File: config.mk
export PLATFORM = sky130hd
export DESIGN_NAME = regfile_wb_arbiter_flat
export DESIGN_NICKNAME = d
export VERILOG_FILES = /design/src/rtl/regfile_wb_pkg.sv /design/src/rtl/regfile_wb_arbiter_if.sv /design/src/rtl/wb_fifo.sv /design/src/rtl/regfile_wb_arbiter.sv /design/src/flat_wrapper.sv
export SDC_FILE = /design/constraint.sdc
export NUM_CORES = 1
export LEC_CHECK = 0
export BUFFER_PORTS_ARGS = -buffer_cell sky130_fd_sc_hd__buf_2
export CORE_ASPECT_RATIO = 1.75
export CORE_MARGIN = 10
export CORE_UTILIZATION = 50
export DETAILED_ROUTE_END_ITERATION = 10
export PLACE_DENSITY = 0.87
export SYNTH_ARGS = -nofsm -noshare
export SYNTH_HDL_FRONTEND = slang
export SYNTH_SLANG_ARGS = --single-unit
File: constraint.sdc
create_clock -name iClk -period 2.7 [get_ports iClk]
set_input_delay 0.54 -clock iClk [delete_from_list [all_inputs] [get_ports iClk]]
set_output_delay 0.54 -clock iClk [all_outputs]
set_load 0.005 [all_outputs]
File: src/rtl/regfile_wb_pkg.sv
// Shared types and constants for the register-file writeback arbiter.
package regfile_wb_pkg;

  typedef struct packed {
    logic [4:0]  addr;
    logic [31:0] data;
  } wb_entry_t;

  typedef enum logic {
    REQ_A = 1'b0,
    REQ_B = 1'b1
  } req_e;

  localparam logic [4:0] REG_ZERO = 5'd0;

  // One-hot register mask with x0 always cleared, so hazard logic never sees x0 busy.
  function automatic logic [31:0] addr_bit(input logic [4:0] addr);
    logic [31:0] mask;
    mask = 32'd0;
    if (addr != REG_ZERO) mask[addr] = 1'b1;
    return mask;
  endfunction

endpackage

File: src/rtl/regfile_wb_arbiter_if.sv
// Requester handshakes, register-file write port and status for the writeback arbiter.
interface regfile_wb_arbiter_if;
  logic        iValidA;
  logic [4:0]  iAddrA;
  logic [31:0] iDataA;
  logic        oReadyA;
  logic        iValidB;
  logic [4:0]  iAddrB;
  logic [31:0] iDataB;
  logic        oReadyB;
  logic        oWe;
  logic [4:0]  oWaddr;
  logic [31:0] oWdata;
  logic [31:0] oPending;
  logic        oIdle;

  modport slave (
    input  iValidA, iAddrA, iDataA, iValidB, iAddrB, iDataB,
    output oReadyA, oReadyB, oWe, oWaddr, oWdata, oPending, oIdle
  );

  modport master (
    output iValidA, iAddrA, iDataA, iValidB, iAddrB, iDataB,
    input  oReadyA, oReadyB, oWe, oWaddr, oWdata, oPending, oIdle
  );
endinterface

File: src/rtl/wb_fifo.sv
// Small writeback FIFO with a combinational head and a per-slot valid/addr view for hazard tracking.
module wb_fifo
  import regfile_wb_pkg::*;
#(
  parameter int DEPTH = 2
) (
  input  logic                  iClk,
  input  logic                  iReset,
  input  logic                  push,
  input  logic                  pop,
  input  wb_entry_t             din,
  output wb_entry_t             dout,
  output logic                  empty,
  output logic                  full,
  output logic [DEPTH-1:0]      entry_valid,
  output logic [DEPTH-1:0][4:0] entry_addr
);
  localparam int PW = $clog2(DEPTH);

  wb_entry_t     mem [DEPTH];
  logic [PW-1:0] wr_ptr_reg;
  logic [PW-1:0] rd_ptr_reg;
  logic [PW:0]   count_reg;
  logic          do_push;
  logic          do_pop;

  assign empty   = (count_reg == '0);
  assign full    = (count_reg == (PW+1)'(DEPTH));
  assign do_push = push && !full;
  assign do_pop  = pop && !empty;
  assign dout    = mem[rd_ptr_reg];

  always_ff @(posedge iClk or posedge iReset) begin
    if (iReset) begin
      wr_ptr_reg <= '0;
      rd_ptr_reg <= '0;
      count_reg  <= '0;
    end else begin
      if (do_push) wr_ptr_reg <= wr_ptr_reg + 1'b1;
      if (do_pop)  rd_ptr_reg <= rd_ptr_reg + 1'b1;
      case ({do_push, do_pop})
        2'b10:   count_reg <= count_reg + 1'b1;
        2'b01:   count_reg <= count_reg - 1'b1;
        default: count_reg <= count_reg;
      endcase
    end
  end

  // Storage carries no reset; slot validity comes purely from the pointers and count.
  always_ff @(posedge iClk) begin
    if (do_push) mem[wr_ptr_reg] <= din;
  end

  for (genvar gi = 0; gi < DEPTH; gi++) begin : g_view
    logic [PW-1:0] offset;
    assign offset          = PW'(gi) - rd_ptr_reg;
    assign entry_valid[gi] = ({1'b0, offset} < count_reg);
    assign entry_addr[gi]  = mem[gi].addr;
  end

endmodule

File: src/rtl/regfile_wb_arbiter.sv
// Round-robin arbiter sharing the register-file write port between two buffered writeback requesters.
module regfile_wb_arbiter
  import regfile_wb_pkg::*;
#(
  parameter int DEPTH = 2
) (
  input  logic                 iClk,
  input  logic                 iReset,
  regfile_wb_arbiter_if.slave  bus
);
  wb_entry_t              head_a, head_b, head, in_a, in_b;
  logic                   empty_a, empty_b, full_a, full_b;
  logic                   pop_a, pop_b;
  logic [DEPTH-1:0]       valid_a, valid_b;
  logic [DEPTH-1:0][4:0]  addr_a, addr_b;
  logic                   grant_valid;
  req_e                   grant_sel;
  req_e                   last_reg;
  logic                   we;

  assign in_a = '{addr: bus.iAddrA, data: bus.iDataA};
  assign in_b = '{addr: bus.iAddrB, data: bus.iDataB};

  assign bus.oReadyA = !iReset && !full_a;
  assign bus.oReadyB = !iReset && !full_b;

  wb_fifo #(.DEPTH(DEPTH)) u_fifo_a (
    .iClk(iClk), .iReset(iReset),
    .push(bus.iValidA && bus.oReadyA), .pop(pop_a),
    .din(in_a), .dout(head_a), .empty(empty_a), .full(full_a),
    .entry_valid(valid_a), .entry_addr(addr_a)
  );

  wb_fifo #(.DEPTH(DEPTH)) u_fifo_b (
    .iClk(iClk), .iReset(iReset),
    .push(bus.iValidB && bus.oReadyB), .pop(pop_b),
    .din(in_b), .dout(head_b), .empty(empty_b), .full(full_b),
    .entry_valid(valid_b), .entry_addr(addr_b)
  );

  always_comb begin
    grant_valid = !empty_a || !empty_b;
    grant_sel   = REQ_A;
    if (!empty_a && !empty_b) grant_sel = (last_reg == REQ_A) ? REQ_B : REQ_A;
    else if (empty_a)         grant_sel = REQ_B;
  end

  assign pop_a = grant_valid && (grant_sel == REQ_A);
  assign pop_b = grant_valid && (grant_sel == REQ_B);
  assign head  = (grant_sel == REQ_A) ? head_a : head_b;

  // An x0 head still consumes its grant slot; it just never reaches the write port.
  assign we         = grant_valid && (head.addr != REG_ZERO);
  assign bus.oWe    = we;
  assign bus.oWaddr = we ? head.addr : 5'd0;
  assign bus.oWdata = we ? head.data : 32'd0;
  assign bus.oIdle  = empty_a && empty_b;

  always_ff @(posedge iClk or posedge iReset) begin
    if (iReset)           last_reg <= REQ_B;
    else if (grant_valid) last_reg <= grant_sel;
  end

  always_comb begin
    bus.oPending = 32'd0;
    for (int i = 0; i < DEPTH; i++) begin
      if (valid_a[i]) bus.oPending = bus.oPending | addr_bit(addr_a[i]);
      if (valid_b[i]) bus.oPending = bus.oPending | addr_bit(addr_b[i]);
    end
  end

endmodule

File: src/flat_wrapper.sv
// flat-port wrapper written by rule: the top's interface ports become plain ports
module regfile_wb_arbiter_flat import regfile_wb_pkg::*;
#(
  parameter int DEPTH = 2
)
  (iClk, iReset, bus_iValidA, bus_iAddrA, bus_iDataA, bus_iValidB, bus_iAddrB, bus_iDataB, bus_oReadyA, bus_oReadyB, bus_oWe, bus_oWaddr, bus_oWdata, bus_oPending, bus_oIdle);
  regfile_wb_arbiter_if bus_i ();
  input  logic iClk;
  input  logic iReset;
  input wire logic [$bits(bus_i.iValidA)-1:0] bus_iValidA;
  input wire logic [$bits(bus_i.iAddrA)-1:0] bus_iAddrA;
  input wire logic [$bits(bus_i.iDataA)-1:0] bus_iDataA;
  input wire logic [$bits(bus_i.iValidB)-1:0] bus_iValidB;
  input wire logic [$bits(bus_i.iAddrB)-1:0] bus_iAddrB;
  input wire logic [$bits(bus_i.iDataB)-1:0] bus_iDataB;
  output wire logic [$bits(bus_i.oReadyA)-1:0] bus_oReadyA;
  output wire logic [$bits(bus_i.oReadyB)-1:0] bus_oReadyB;
  output wire logic [$bits(bus_i.oWe)-1:0] bus_oWe;
  output wire logic [$bits(bus_i.oWaddr)-1:0] bus_oWaddr;
  output wire logic [$bits(bus_i.oWdata)-1:0] bus_oWdata;
  output wire logic [$bits(bus_i.oPending)-1:0] bus_oPending;
  output wire logic [$bits(bus_i.oIdle)-1:0] bus_oIdle;
  assign bus_i.iValidA = bus_iValidA;
  assign bus_i.iAddrA = bus_iAddrA;
  assign bus_i.iDataA = bus_iDataA;
  assign bus_i.iValidB = bus_iValidB;
  assign bus_i.iAddrB = bus_iAddrB;
  assign bus_i.iDataB = bus_iDataB;
  assign bus_oReadyA = bus_i.oReadyA;
  assign bus_oReadyB = bus_i.oReadyB;
  assign bus_oWe = bus_i.oWe;
  assign bus_oWaddr = bus_i.oWaddr;
  assign bus_oWdata = bus_i.oWdata;
  assign bus_oPending = bus_i.oPending;
  assign bus_oIdle = bus_i.oIdle;
  regfile_wb_arbiter #(.DEPTH(DEPTH)) u_core (.iClk(iClk), .iReset(iReset), .bus(bus_i));
endmodule
Word level (Yosys, flattened, before mapping). Memories as Yosys holds them, arrays and structs flattened. Index checks and enable logic that the tools add are counted.

Reduce and logical (&&, ||, !) cells: 32. Muxes and demuxes: 31. $lt $le $gt $ge: 12. Bitwise gates (word level): 4. Eq/ne operators: 6. Add/subtract/negate cells: 12.

Operators by type and width (count): 32-bit two-way mux (12); 32-bit OR (3); 37-bit two-way mux (1); 5-bit nonzero test (5); 5-bit by 6-bit less-than comparator with 1-bit output (second input constant) (4); 1-bit demux with 5-bit select (4); 5-bit by 1-bit >= comparator with 1-bit output (second input constant) (4); 1-bit logical AND (17); 1-bit two-way mux (11); 2-bit == test (second input constant) (4); 1-bit by 2-bit less-than comparator with 1-bit output (4); 2-bit one-hot mux with 2 select lines (2); 1-bit zero test (5); 5-bit two-way mux (1); 1-bit adder (second input constant) (4); 2-bit by 1-bit adder with 2-bit output (second input constant) (2); 2-bit by 1-bit == test with 1-bit output (second input constant) (2); 2-bit zero test (2); 2-bit nonzero test (2); 1-bit subtractor (first input constant) (4); 2-bit by 1-bit subtractor with 2-bit output (second input constant) (2); 1-bit logical OR (1); 1-bit NOT (1).

Logic and storage cells: 106. Bits of input ports: 78. Memories kept: 2. Output and inout port bits: 73. Memory bits (writable): 148. Flip-flop bits (word level): 9.

Memories: u_core.u_fifo_a.mem (depth 2, bits a word 37, rd ports 3, clocked after Yosys merged registers in 0, write ports 1, RTL line wb_fifo.sv:20) `wb_entry_t mem [DEPTH];`; u_core.u_fifo_b.mem (depth 2, bits a word 37, rd ports 3, clocked after Yosys merged registers in 0, write ports 1, RTL line wb_fifo.sv:20).

Logic depth before layout (Yosys ltp). Gate-level depths: netlist of run 1.

Depth in word-level cells: 12. Gate-level depth with buffers: 10. Depth with buffers taken out: 8.

Cells and area by module. A second synthesis of run 1 with hierarchy kept.

Cells, all modules: 575. Area, all modules: 7838.8 µm².

By module, submodules not included: wb_fifo (cells each 147, area each 2995.4 µm², seq. area each 2322.2 µm², instances 2); regfile_wb_arbiter (cells each 281, area each 1848.0 µm², seq. area each 26.3 µm², instances 1).

Worst setup path before layout of run 1. OpenSTA, ideal clock, no wires.

Path kind: register to register. From: register u_core.u_fifo_a.count_reg[1]. To: memory u_core.u_fifo_a.mem[0][0] (netlist bit) (enable). Required time: 2.269 ns. Stages on the path, launching flop included: 5. Data arrival time: 2.514 ns. Path buffers: 1. Path slack: -0.246 ns. Cell sequence: dfrtp_1 > buf_2 > a21oi_1 > nand2_1 > nor2_1.

Cells in the longest elaborated chain, start to end: 7.

Ends and longest elaborated chain: start: declaration (RTL line wb_fifo.sv:23) `logic [PW:0] count_reg;`; start signal: assignment (RTL line wb_fifo.sv:42) `2'b10: count_reg <= count_reg + 1'b1;`; start signal: assignment (RTL line wb_fifo.sv:43) `2'b01: count_reg <= count_reg - 1'b1;`; start signal: assignment (RTL line wb_fifo.sv:44) `default: count_reg <= count_reg;`; 2-bit == test (RTL line wb_fifo.sv:28) `assign full = (count_reg == (PW+1)'(DEPTH));`; 1-bit zero test (RTL line regfile_wb_arbiter.sv:24) `assign bus.oReadyA = !iReset && !full_a;`; 1-bit logical AND (RTL line regfile_wb_arbiter.sv:24); via bus_oReadyA (RTL line flat_wrapper.sv:16) `output wire logic [$bits(bus_i.oReadyA)-1:0] bus_oReadyA;`; 1-bit logical AND (RTL line regfile_wb_arbiter.sv:29) `.push(bus.iValidA && bus.oReadyA), .pop(pop_a),`; 1-bit logical AND (RTL line wb_fifo.sv:29) `assign do_push = push && !full;`; 1-bit two-way mux (RTL line wb_fifo.sv:51) `if (do_push) mem[wr_ptr_reg] <= din;`; 1-bit two-way mux (not written as such) (RTL line wb_fifo.sv:51); end: declaration (RTL line wb_fifo.sv:20).

The timed path passes the listed nets, and every way through them passes these cells.

Worst setup path in the final report of run 1.
From: register u_core.u_fifo_b.count_reg[0]. To: output bus_oPending[21].

Cells in the longest elaborated chain, start to end: 6.

Ends and longest elaborated chain: start: declaration (RTL line wb_fifo.sv:23); start signal: assignment (RTL line wb_fifo.sv:42); start signal: assignment (RTL line wb_fifo.sv:43); start signal: assignment (RTL line wb_fifo.sv:44); 1-bit by 2-bit less-than comparator with 1-bit output (RTL line wb_fifo.sv:57) `assign entry_valid[gi] = ({1'b0, offset} < count_reg);`; 32-bit two-way mux (RTL line regfile_wb_arbiter.sv:68) `if (valid_b[i]) bus.oPending = bus.oPending | addr_bit(addr_b[i]);`; 32-bit OR (RTL line regfile_wb_arbiter.sv:67) `if (valid_a[i]) bus.oPending = bus.oPending | addr_bit(addr_a[i]);`; 32-bit two-way mux (RTL line regfile_wb_arbiter.sv:67); 32-bit OR (RTL line regfile_wb_arbiter.sv:68); 32-bit two-way mux (*) (RTL line regfile_wb_arbiter.sv:68); end: declaration (RTL line flat_wrapper.sv:21) `output wire logic [$bits(bus_i.oPending)-1:0] bus_oPending;`.

Every way passes the cells marked *; elsewhere a longest branch is shown, timed or not.

==> results of run 1 <==
[synthesized netlist by cell type (3+ instances only)]
master	count	area share
sky130_fd_sc_hd__o211ai_1	9	0.0093
sky130_fd_sc_hd__o21ai_0	6	0.0041
sky130_fd_sc_hd__a221o_1	10	0.014
sky130_fd_sc_hd__o221ai_1	13	0.016
sky130_fd_sc_hd__a211oi_1	10	0.010
sky130_fd_sc_hd__buf_4	7	0.0072
sky130_fd_sc_hd__nor2_1	19	0.0098
sky130_fd_sc_hd__o22ai_1	38	0.033
sky130_fd_sc_hd__xnor2_1	7	0.0085
sky130_fd_sc_hd__nor3_1	6	0.0041
sky130_fd_sc_hd__edfxtp_1	148	0.61
sky130_fd_sc_hd__dfrtp_1	8	0.028
sky130_fd_sc_hd__nor3b_2	3	0.0052
sky130_fd_sc_hd__and3b_1	5	0.0060
sky130_fd_sc_hd__nand3_1	8	0.0055
sky130_fd_sc_hd__and3_1	6	0.0052
sky130_fd_sc_hd__nor3b_1	8	0.0083
sky130_fd_sc_hd__a22oi_1	14	0.014
sky130_fd_sc_hd__clkbuf_1	9	0.0047
sky130_fd_sc_hd__a2bb2oi_1	5	0.0060
sky130_fd_sc_hd__a21oi_1	8	0.0055
sky130_fd_sc_hd__nor2b_1	10	0.0086
sky130_fd_sc_hd__o21ai_2	3	0.0036
sky130_fd_sc_hd__nand2_1	18	0.0093
sky130_fd_sc_hd__xor2_1	3	0.0036
sky130_fd_sc_hd__mux2i_1	69	0.095
sky130_fd_sc_hd__or3b_2	5	0.0060
sky130_fd_sc_hd__nand3b_1	6	0.0062
sky130_fd_sc_hd__buf_2	16	0.011
sky130_fd_sc_hd__inv_1	6	0.0031
[power groups by stage]
stage	clock network (W)	logic, W	registers, W
2_1_floorplan	0	0.00240	0.00322
3_3_place_gp	0	0.00363	0.00339
3_5_place_dp	0	0.00372	0.00343
4_1_cts	0.00255	0.00379	0.00340
5_1_grt	0.00266	0.00438	0.00341
6_report	0.00253	0.00409	0.00338
[area by class of cell]
cell class	count	area, sq um
multi-input combinational	312	2470
tap	180	225
antenna	3	7.51
sequential	157	4680
inverter	7	28.8
clock buffer	18	429
timing repair buffer	186	1120
clock inverter	14	204
fill	1053	5130
[kinds of logic after synthesis]
| family | after synthesis | synth area share |
|---|---|---|
| compound gates | 126 | 0.129 |
| xor+xnor | 10 | 0.0121 |
| fa+ha+maj | 2 | 0.00345 |
| buf+inv | 41 | 0.0286 |
| flops | 157 | 0.644 |
| mux | 69 | 0.0952 |
| other cells | 1 | 0.000517 |
| simple gates | 104 | 0.0873 |
[through the flow]
step	setup slack (ps)	setup TNS, ps	hold WS (ps)
final	63.9	0	107
after global routing	-29.3	-103	120
after CTS	-17.0	-17.0	102
after detailed placement	370	0	497
after global placement	382	0	497
after floorplan	364	0	367
[worst max path at each step]
stage	from	end	depth (start not counted)
floorplan	u_core.u_fifo_a.count_reg[1]$_DFFE_PP0P_	u_core.u_fifo_a.mem[0][0]$_DFFE_PP_	4
global placement	u_core.u_fifo_b.count_reg[0]$_DFFE_PP0P_	bus_oWdata[31]	6
detailed placement	u_core.u_fifo_a.count_reg[1]$_DFFE_PP0P_	bus_oWdata[20]	6
CTS	u_core.u_fifo_a.count_reg[1]$_DFFE_PP0P_	bus_oWdata[20]	5
global route	u_core.u_fifo_b.count_reg[1]$_DFFE_PP0P_	bus_oPending[22]	7
finish	u_core.u_fifo_b.count_reg[0]$_DFFE_PP0P_	bus_oPending[21]	5
[layer usage]
layer | GRT usage | vias to the layer above
met3 | 0.0472 | 85
met1 | 0.193 | 2568
met2 | 0.375 | 291
li1 | - | 2394
met5 | 0 | -
met4 | 0.113 | 0
[worst max-delay path: cells and delay by family (launching register included)]
| family | cells | cell delay [ps] |
|---|---|---|
| AO/OA/AOI/OAI | 3 | 850 |
| buffers and inverters | 1 | 130 |
| flip-flops | 1 | 480 |
| AND/OR/NAND/NOR | 1 | 230 |
[cell usage in the layout (no fill, tap or decap), drive strengths merged, types with 4 or more instances in the layout]
master   count
xnor2        7
a22oi       14
inv         14
a221o       10
o21ai       11
buf        184
nor3         7
dfrtp        8
nand3        8
a211oi      10
and3         6
a2bb2oi      5
nor2        20
nor2b       11
nand3b       6
bufinv       4
o22ai       39
o221ai      14
a21oi        8
clkbuf      20
o211ai      10
nand2       18
edfxtp     148
and3b        5
nor3b       11
mux2i       69
or3b         5
[what timing repair did]
item / in CTS / in global routing
gates resized for setup: 5 / 16
gates cloned: 0 / 2
pin swaps: 0 / 4
setup buffers: 2 / 12
setup endpoints to repair: 21 / 58
==> flow_results.org, run 1 <==
** Routing
- The first detailed-routing pass ran for 5 iterations.
- Final ANT Viol Nets :: 0
- Final routed wire length divided by cell count :: 23.8 um
- The highest layer touched by signal routing is met4.
- Met3 WL post-DR :: 1330 um
- After detailed routing, the total wire length is 20900 um.
- In the detailed route, the total length drawn on met2 is 11400 um.
- The final route contains 5338 vias.
- In the routed design, unresolved DRC markers number 0.
- Iteration-0 DRC Markers :: 441
- Routed met1 length :: 7000 um
- Dividing the detail-routed via count by the number of cells gives 6.09.

** Critical path
- For flop-to-flop paths, the worst setup slack is 730 ps.
- Maximum fanout count along the critical path :: 8
- In this run the critical register-to-register path is captured at u_core.u_fifo_a.mem[0][22]$_DFFE_PP_.
- Crit end category :: output port
- Slowest cell delay on critical path :: 480 ps
- In this run the critical register-to-register path is launched from u_core.u_fifo_a.count_reg[0]$_DFFE_PP0P_.
- Cell with the largest stage delay on the worst path :: sky130_fd_sc_hd__dfrtp_2
- For the worst setup path, the data arrival time is 2100 ps.
- FF-to-FF path depth :: 5
- STA classifies the critical path startpoint as a flop.
- The signal on the critical path passes through nor2b_2 > o21ai_2 > o21ai_0 > a221o_1 > buf_2.
- For the worst setup path, the data required time is 2160 ps.
- Type of the worst setup path :: reg2out

** Clocking
- For this design, the CTS-stage hold fixing added 0 buffers.
- H-Tree Depth :: 4
- Maximum buffer depth of the clock tree :: 2
- The tree is rooted in a sky130_fd_sc_hd__clkbuf_16.
- Clock-pin slew was measured on the worst setup and hold paths at 70 ps.
- CTS buffer count :: 17
- Latest clock arrival within the worst-skew pair :: 420 ps
- The clock drives 157 sinks.
- TritonCTS built the clock tree.

** Yosys
- Counting every net in the synthesized netlist gives 590.
- Of the synthesized area, sequential elements account for 0.644.
- Post-synth EDFFs :: 148
- Cell count after synthesis :: 510
- Post-synth top flop :: sky130_fd_sc_hd__edfxtp_1
- Synthesized area divided by synthesized cell count :: 14.2 sq um
- Synthesized area :: 0.00725 sq mm
- Synth Warn # :: 0
- The netlist uses 51 different library cells.
- Synth async-reset ratio :: 0.0573
- Post-synthesis sequential element count :: 157

** Die
- The die is 111 um wide.
- Floorplan row count :: 58
- During I/O placement, the number of pins put on the boundary was 151.
- Total die area :: 0.0199 sq mm
- In this run the standard cell core region covers 0.0143 sq mm.
- For this configuration, the core starts out at a cell density of 0.507.
- DIE HEIGHT :: 179 um

** Placement
- Placed standard-cell area :: 0.00829 sq mm
- Count of input and output buffers :: 149
- Once detailed placement completed, the half-perimeter wirelength came to 14600 um.
- Count of placed standard cells including taps :: 826
- The congestion estimate from routability-driven global placement came to 0.992.

** Pwr
- Comb power frac :: 0.408
- The analysis attributes to cell leakage a power of 3.57 nW.
- Internal power of the cells :: 0.00646 W
- Max IR drop VDD :: 0.866 mV
- Of the total power, the share spent switching nets is 0.354.
- For this design the total switching power over the nets is 0.00354 W.
- Proportion of power drawn by flip-flops and latches :: 0.338
- Total power per unit cell area :: 1090 mW/mm^2
- Clock power share :: 0.253
- Total power for the finished layout comes to 0.0100 W.

** STA
- In this run the tightest slew margin relative to its limit is 0.585.
- Setup skew after layout :: 13.1 ps
- Achievable clock frequency :: 0.379 GHz
- Final period utilization :: 0.976
- Total count of hold-check failures in the final report :: 0
- The final-report max-slew violation count came to 0.
- RSZ-0062 raised after global routing :: yes
- For the pin with the worst max-slew slack, the measured transition is 618 ps.
- The clock period could shrink to 2640 ps.
- Number of failing setup endpoints in the final timing report :: 0

** Job
- Max cap viols :: 0

** Outcome
- The flow ran to the end, and the final reports show no timing, DRC or antenna violations.

** Cells and area
- Final Non-Filler Cells :: 877
- Of the cells placed in the final design, the portion with a size suffix greater than 1 is 0.375.
- Final cell utilization of the core :: 0.641
- In the final layout, the registers with the most flip-flops are u_core.u_fifo_a.mem (74), u_core.u_fifo_b.mem (74).
- Final instance area :: 0.00917 sq mm
- At the end of the flow, the number of nets in the layout was 761.
- The area growth from synthesis to layout is 26.4%.

** GRT
- Global-route wire length before repair :: 30900 um
- The initial antenna violation count was 2.
- Entering global routing, the biggest net connects 42 pins.
- The number of global-route vias before repair came to 5709.
- For this run, the total global-route usage over all layers was measured as 0.198.
- Overflow after GRT :: 0

** Worst hold path
- The worst hold path belongs to the class in2async.
Note: power is estimated with default switching activity, not from simulation.
==> run 2, diff against run 1 <==
--- a/config.mk
+++ b/config.mk
@@ -6,7 +6,6 @@
 export NUM_CORES = 1
 export LEC_CHECK = 0
 export BUFFER_PORTS_ARGS = -buffer_cell sky130_fd_sc_hd__buf_2
-export CORE_ASPECT_RATIO = 1.75
 export CORE_MARGIN = 10
 export CORE_UTILIZATION = 50
 export DETAILED_ROUTE_END_ITERATION = 10
==> flow_results.org, run 2 (synthesis gave the netlist of run 1 again) <==
** STA
- Worst rel slew slack :: 0.589 (was 0.585)
- Final Critical Period :: 2700 ps (was 2640 ps)
- RSZ-0062 raised after global routing: yes (unchanged).
- The transition time of the tightest slew-check pin is 615 ps (was 618 ps).
- Achievable clock frequency :: 0.370 GHz (was 0.379 GHz)
- Max Slew Vio Count :: 0 (unchanged)
- Number of failing setup endpoints in the final timing report :: 1 (was 0)
- Smallest setup slack after layout :: -2.57 ps (was 63.9 ps)
- Total count of hold-check failures in the final report :: 0 (unchanged)
- Setup skew after layout :: 14.0 ps (was 13.1 ps)
- Final period utilization :: 1.00 (was 0.976)

** GRT
- The total overflow reported by the global router was 0 (unchanged).
- The maximum number of pins on one net before global-route repair came to 35 (was 42).
- Global-route wire length before repair :: 31800 um (was 30900 um)
- Number of global-route vias before repair :: 5567 (was 5709)
- The global routing usage summed across all routing layers is 0.206 (was 0.198).
- The initial antenna violation count was 2 (unchanged).

** Clocking
- CTS tree :: built (unchanged)
- CTS clock-pin slew for the worst setup and hold paths :: 70 ps (about the same)
- Number of clock sinks :: 157 (unchanged)
- H-Tree Depth :: 4 (unchanged)
- The largest buffer count on any clock path came to 2 (unchanged).
- Latest clock arrival within the worst-skew pair :: 420 ps (about the same)
- CTS buffer count :: 17 (unchanged)
- The quantity of hold-fixing buffers added after cts was 0 (unchanged).
- Clock root buffer :: sky130_fd_sc_hd__clkbuf_16 (unchanged)

** Cells and area
- Final cell utilization of the core :: 0.651 (was 0.641)
- The most common cell after layout, fill and taps aside is sky130_fd_sc_hd__buf_2 (unchanged).
- Antenna cell count :: 0 (was 3)
- The number of nets in the layout came to 771 (was 761).
- Regs by FF count: u_core.u_fifo_a.mem (74), u_core.u_fifo_b.mem (74) (unchanged).
- Most frequent cells in the layout :: 149 x sky130_fd_sc_hd__buf_2, 148 x sky130_fd_sc_hd__edfxtp_1, 69 x sky130_fd_sc_hd__mux2i_1 (unchanged)
- Share of final-layout standard cells stronger than drive strength 1 :: 0.384 (was 0.375)
- The area growth from synthesis to final layout was 26.1% (was 26.4%).
- Final instance area :: 0.00914 sq mm (was 0.00917 sq mm)

** Pwr
- The clock share of power is 0.229 (was 0.253).
- Total power draw :: 0.00978 W (was 0.0100 W)
- Total power per unit cell area :: 1070 mW/mm^2 (was 1090 mW/mm^2)
- Max IR drop VDD :: 0.745 mV (was 0.866 mV)
- The internal power of the cells is 0.00616 W (was 0.00646 W).
- Proportion of power drawn by flip-flops and latches :: 0.347 (was 0.338)
- The combinational share of power came to 0.424 (was 0.408).
- Net switching power figure :: 0.00362 W (was 0.00354 W)
- Share of total power consumed by net switching :: 0.370 (was 0.354)
- Leakage component of the power :: 3.58 nW (was 3.57 nW)

** Routing
- Iteration-0 DRC Markers :: 540 (was 441)
- The average detailed-routed wire length per instance came to 24.2 um (was 23.8 um).
- The number of routed nets with antenna violations was 0 (unchanged).
- The number of detailed-routing iterations run before antenna repair came to 5 (unchanged).
- Residual DRC count :: 0 (unchanged)
- Detail-routed via count per cell :: 6.23 (was 6.09)
- The number of vias after detailed routing came to 5506 (was 5338).
- Final routed wirelength across all metal layers :: 21400 um (was 20900 um)

** Critical path
- The signal arrival time at the worst endpoint is 2160 ps (was 2100 ps).
- Cells traversed along the worst timing path: nor2_2 > o22ai_4 > o221ai_4 > buf_12 > o22ai_1 > buf_2 (was nor2b_2 > o21ai_2 > o21ai_0 > a221o_1 > buf_2).
- The kind of cell adding the most delay to the critical path is compound AO/OA/AOI/OAI gates (unchanged).
- Crit end category :: output port (unchanged)
- Register-to-Register Setup Slack :: 570 ps (was 730 ps)
- Slowest cell delay on critical path :: 530 ps (was 480 ps)
- CP startpoint kind :: flop (unchanged)
- Critical path data required time :: 2160 ps (about the same)
- Bufs and invs on worst path :: 2 (was 1)
- Maximum fanout count along the critical path :: 22 (was 8)
- Cell with the largest stage delay on the worst path :: sky130_fd_sc_hd__dfrtp_2 (unchanged)
- Type of the worst setup path :: reg2out (unchanged)

** Die
- Floorplan row count :: 43 (was 58)
- The horizontal die dimension was 140 um (was 111 um).
- The top-level I/O count was 151 (unchanged).
- The total die area is 0.0197 sq mm (was 0.0199 sq mm).
- DIE HEIGHT :: 140 um (was 179 um)
- The core area was 0.0140 sq mm (was 0.0143 sq mm).
- The effective utilization at floorplan was 0.516 (was 0.507).

** Outcome
- Status: finished with violations (was completed).
- The checks that failed: setup timing.

** Placement
- Placed standard-cell area :: 0.00829 sq mm (unchanged)
- The count of buffers inserted at the top-level ports is 149 (unchanged).
- The post-place setup slack is 122 ps (was 370 ps).
- Detailed placer's ending HPWL :: 14700 um (was 14600 um)
- Routability congestion estimate :: 0.962 (was 0.992)

** Worst hold path
- The type of the most critical hold path is in2async (unchanged).

** Job
- Max cap viols :: 0 (unchanged)
run 2: repair_timing:
| action | 4_1_cts | 5_1_grt |
|---|---|---|
| pin swaps | 2 | 2 |
| setup endpoints to repair | 55 | 53 |
| hold endpoints to repair | 0 | 0 |
| setup buffers | 13 | 9 |
| gates resized for setup | 12 | 14 |
run 2: path summary, 6_finish.rpt:
kind | start | end | cells past startpoint
worst max-delay path | u_core.u_fifo_b.count_reg[0]$_DFFE_PP0P_ | bus_oWdata[15] | 6
worst min-delay path | iReset | u_core.u_fifo_a.count_reg[1]$_DFFE_PP0P_ | 2
max in group asynchronous | iReset | u_core.last_reg$_DFFE_PP1N_ | 2
worst min register to register | u_core.last_reg$_DFFE_PP1N_ | u_core.last_reg$_DFFE_PP1N_ | 2
worst max register to register | u_core.u_fifo_b.count_reg[0]$_DFFE_PP0P_ | u_core.u_fifo_b.mem[1][15]$_DFFE_PP_ | 4
min in group iClk | bus_iDataA[15] | u_core.u_fifo_a.mem[1][15]$_DFFE_PP_ | 1
run 2: per-layer routing:
layer	share of wire	vias to the layer above	global-route usage	routed length, um
met3	0.096	51	0.0659	2050
met1	0.36	2682	0.230	7740
met4	0.026	4	0.0853	548
met5	0.0013	-	0	27
li1	-	2408	-	-
met2	0.52	361	0.352	11000
run 2: cell type report:
| class | instances | area, sq um |
|---|---|---|
| Fill cell | 960 | 4900 |
| Sequential cell | 157 | 4680 |
| Multi-Input combinational cell | 312 | 2500 |
| Timing Repair Buffer | 196 | 1150 |
| Clock buffer | 17 | 425 |
| Tap cell | 180 | 225 |
| Clock inverter | 15 | 139 |
| Inverter | 7 | 28.8 |
run 2: power groups by stage:
stage / combinational [W] / sequential (W) / clock, W
after floorplan: 0.00240 / 0.00322 / 0
after global placement: 0.00359 / 0.00341 / 0
after detailed placement: 0.00367 / 0.00345 / 0
after CTS: 0.00395 / 0.00340 / 0.00226
after global routing: 0.00442 / 0.00342 / 0.00236
final: 0.00415 / 0.00339 / 0.00224
run 2: stage by stage:
step | std cells | TNS, ps | hold slack, ps
after floorplan | 510 | 0 | 367
after global placement | 830 | 0 | 487
after detailed placement | 830 | 0 | 526
after CTS | 875 | 0 | 118
after global routing | 884 | -872 | 141
final | 884 | -2.57 | 123
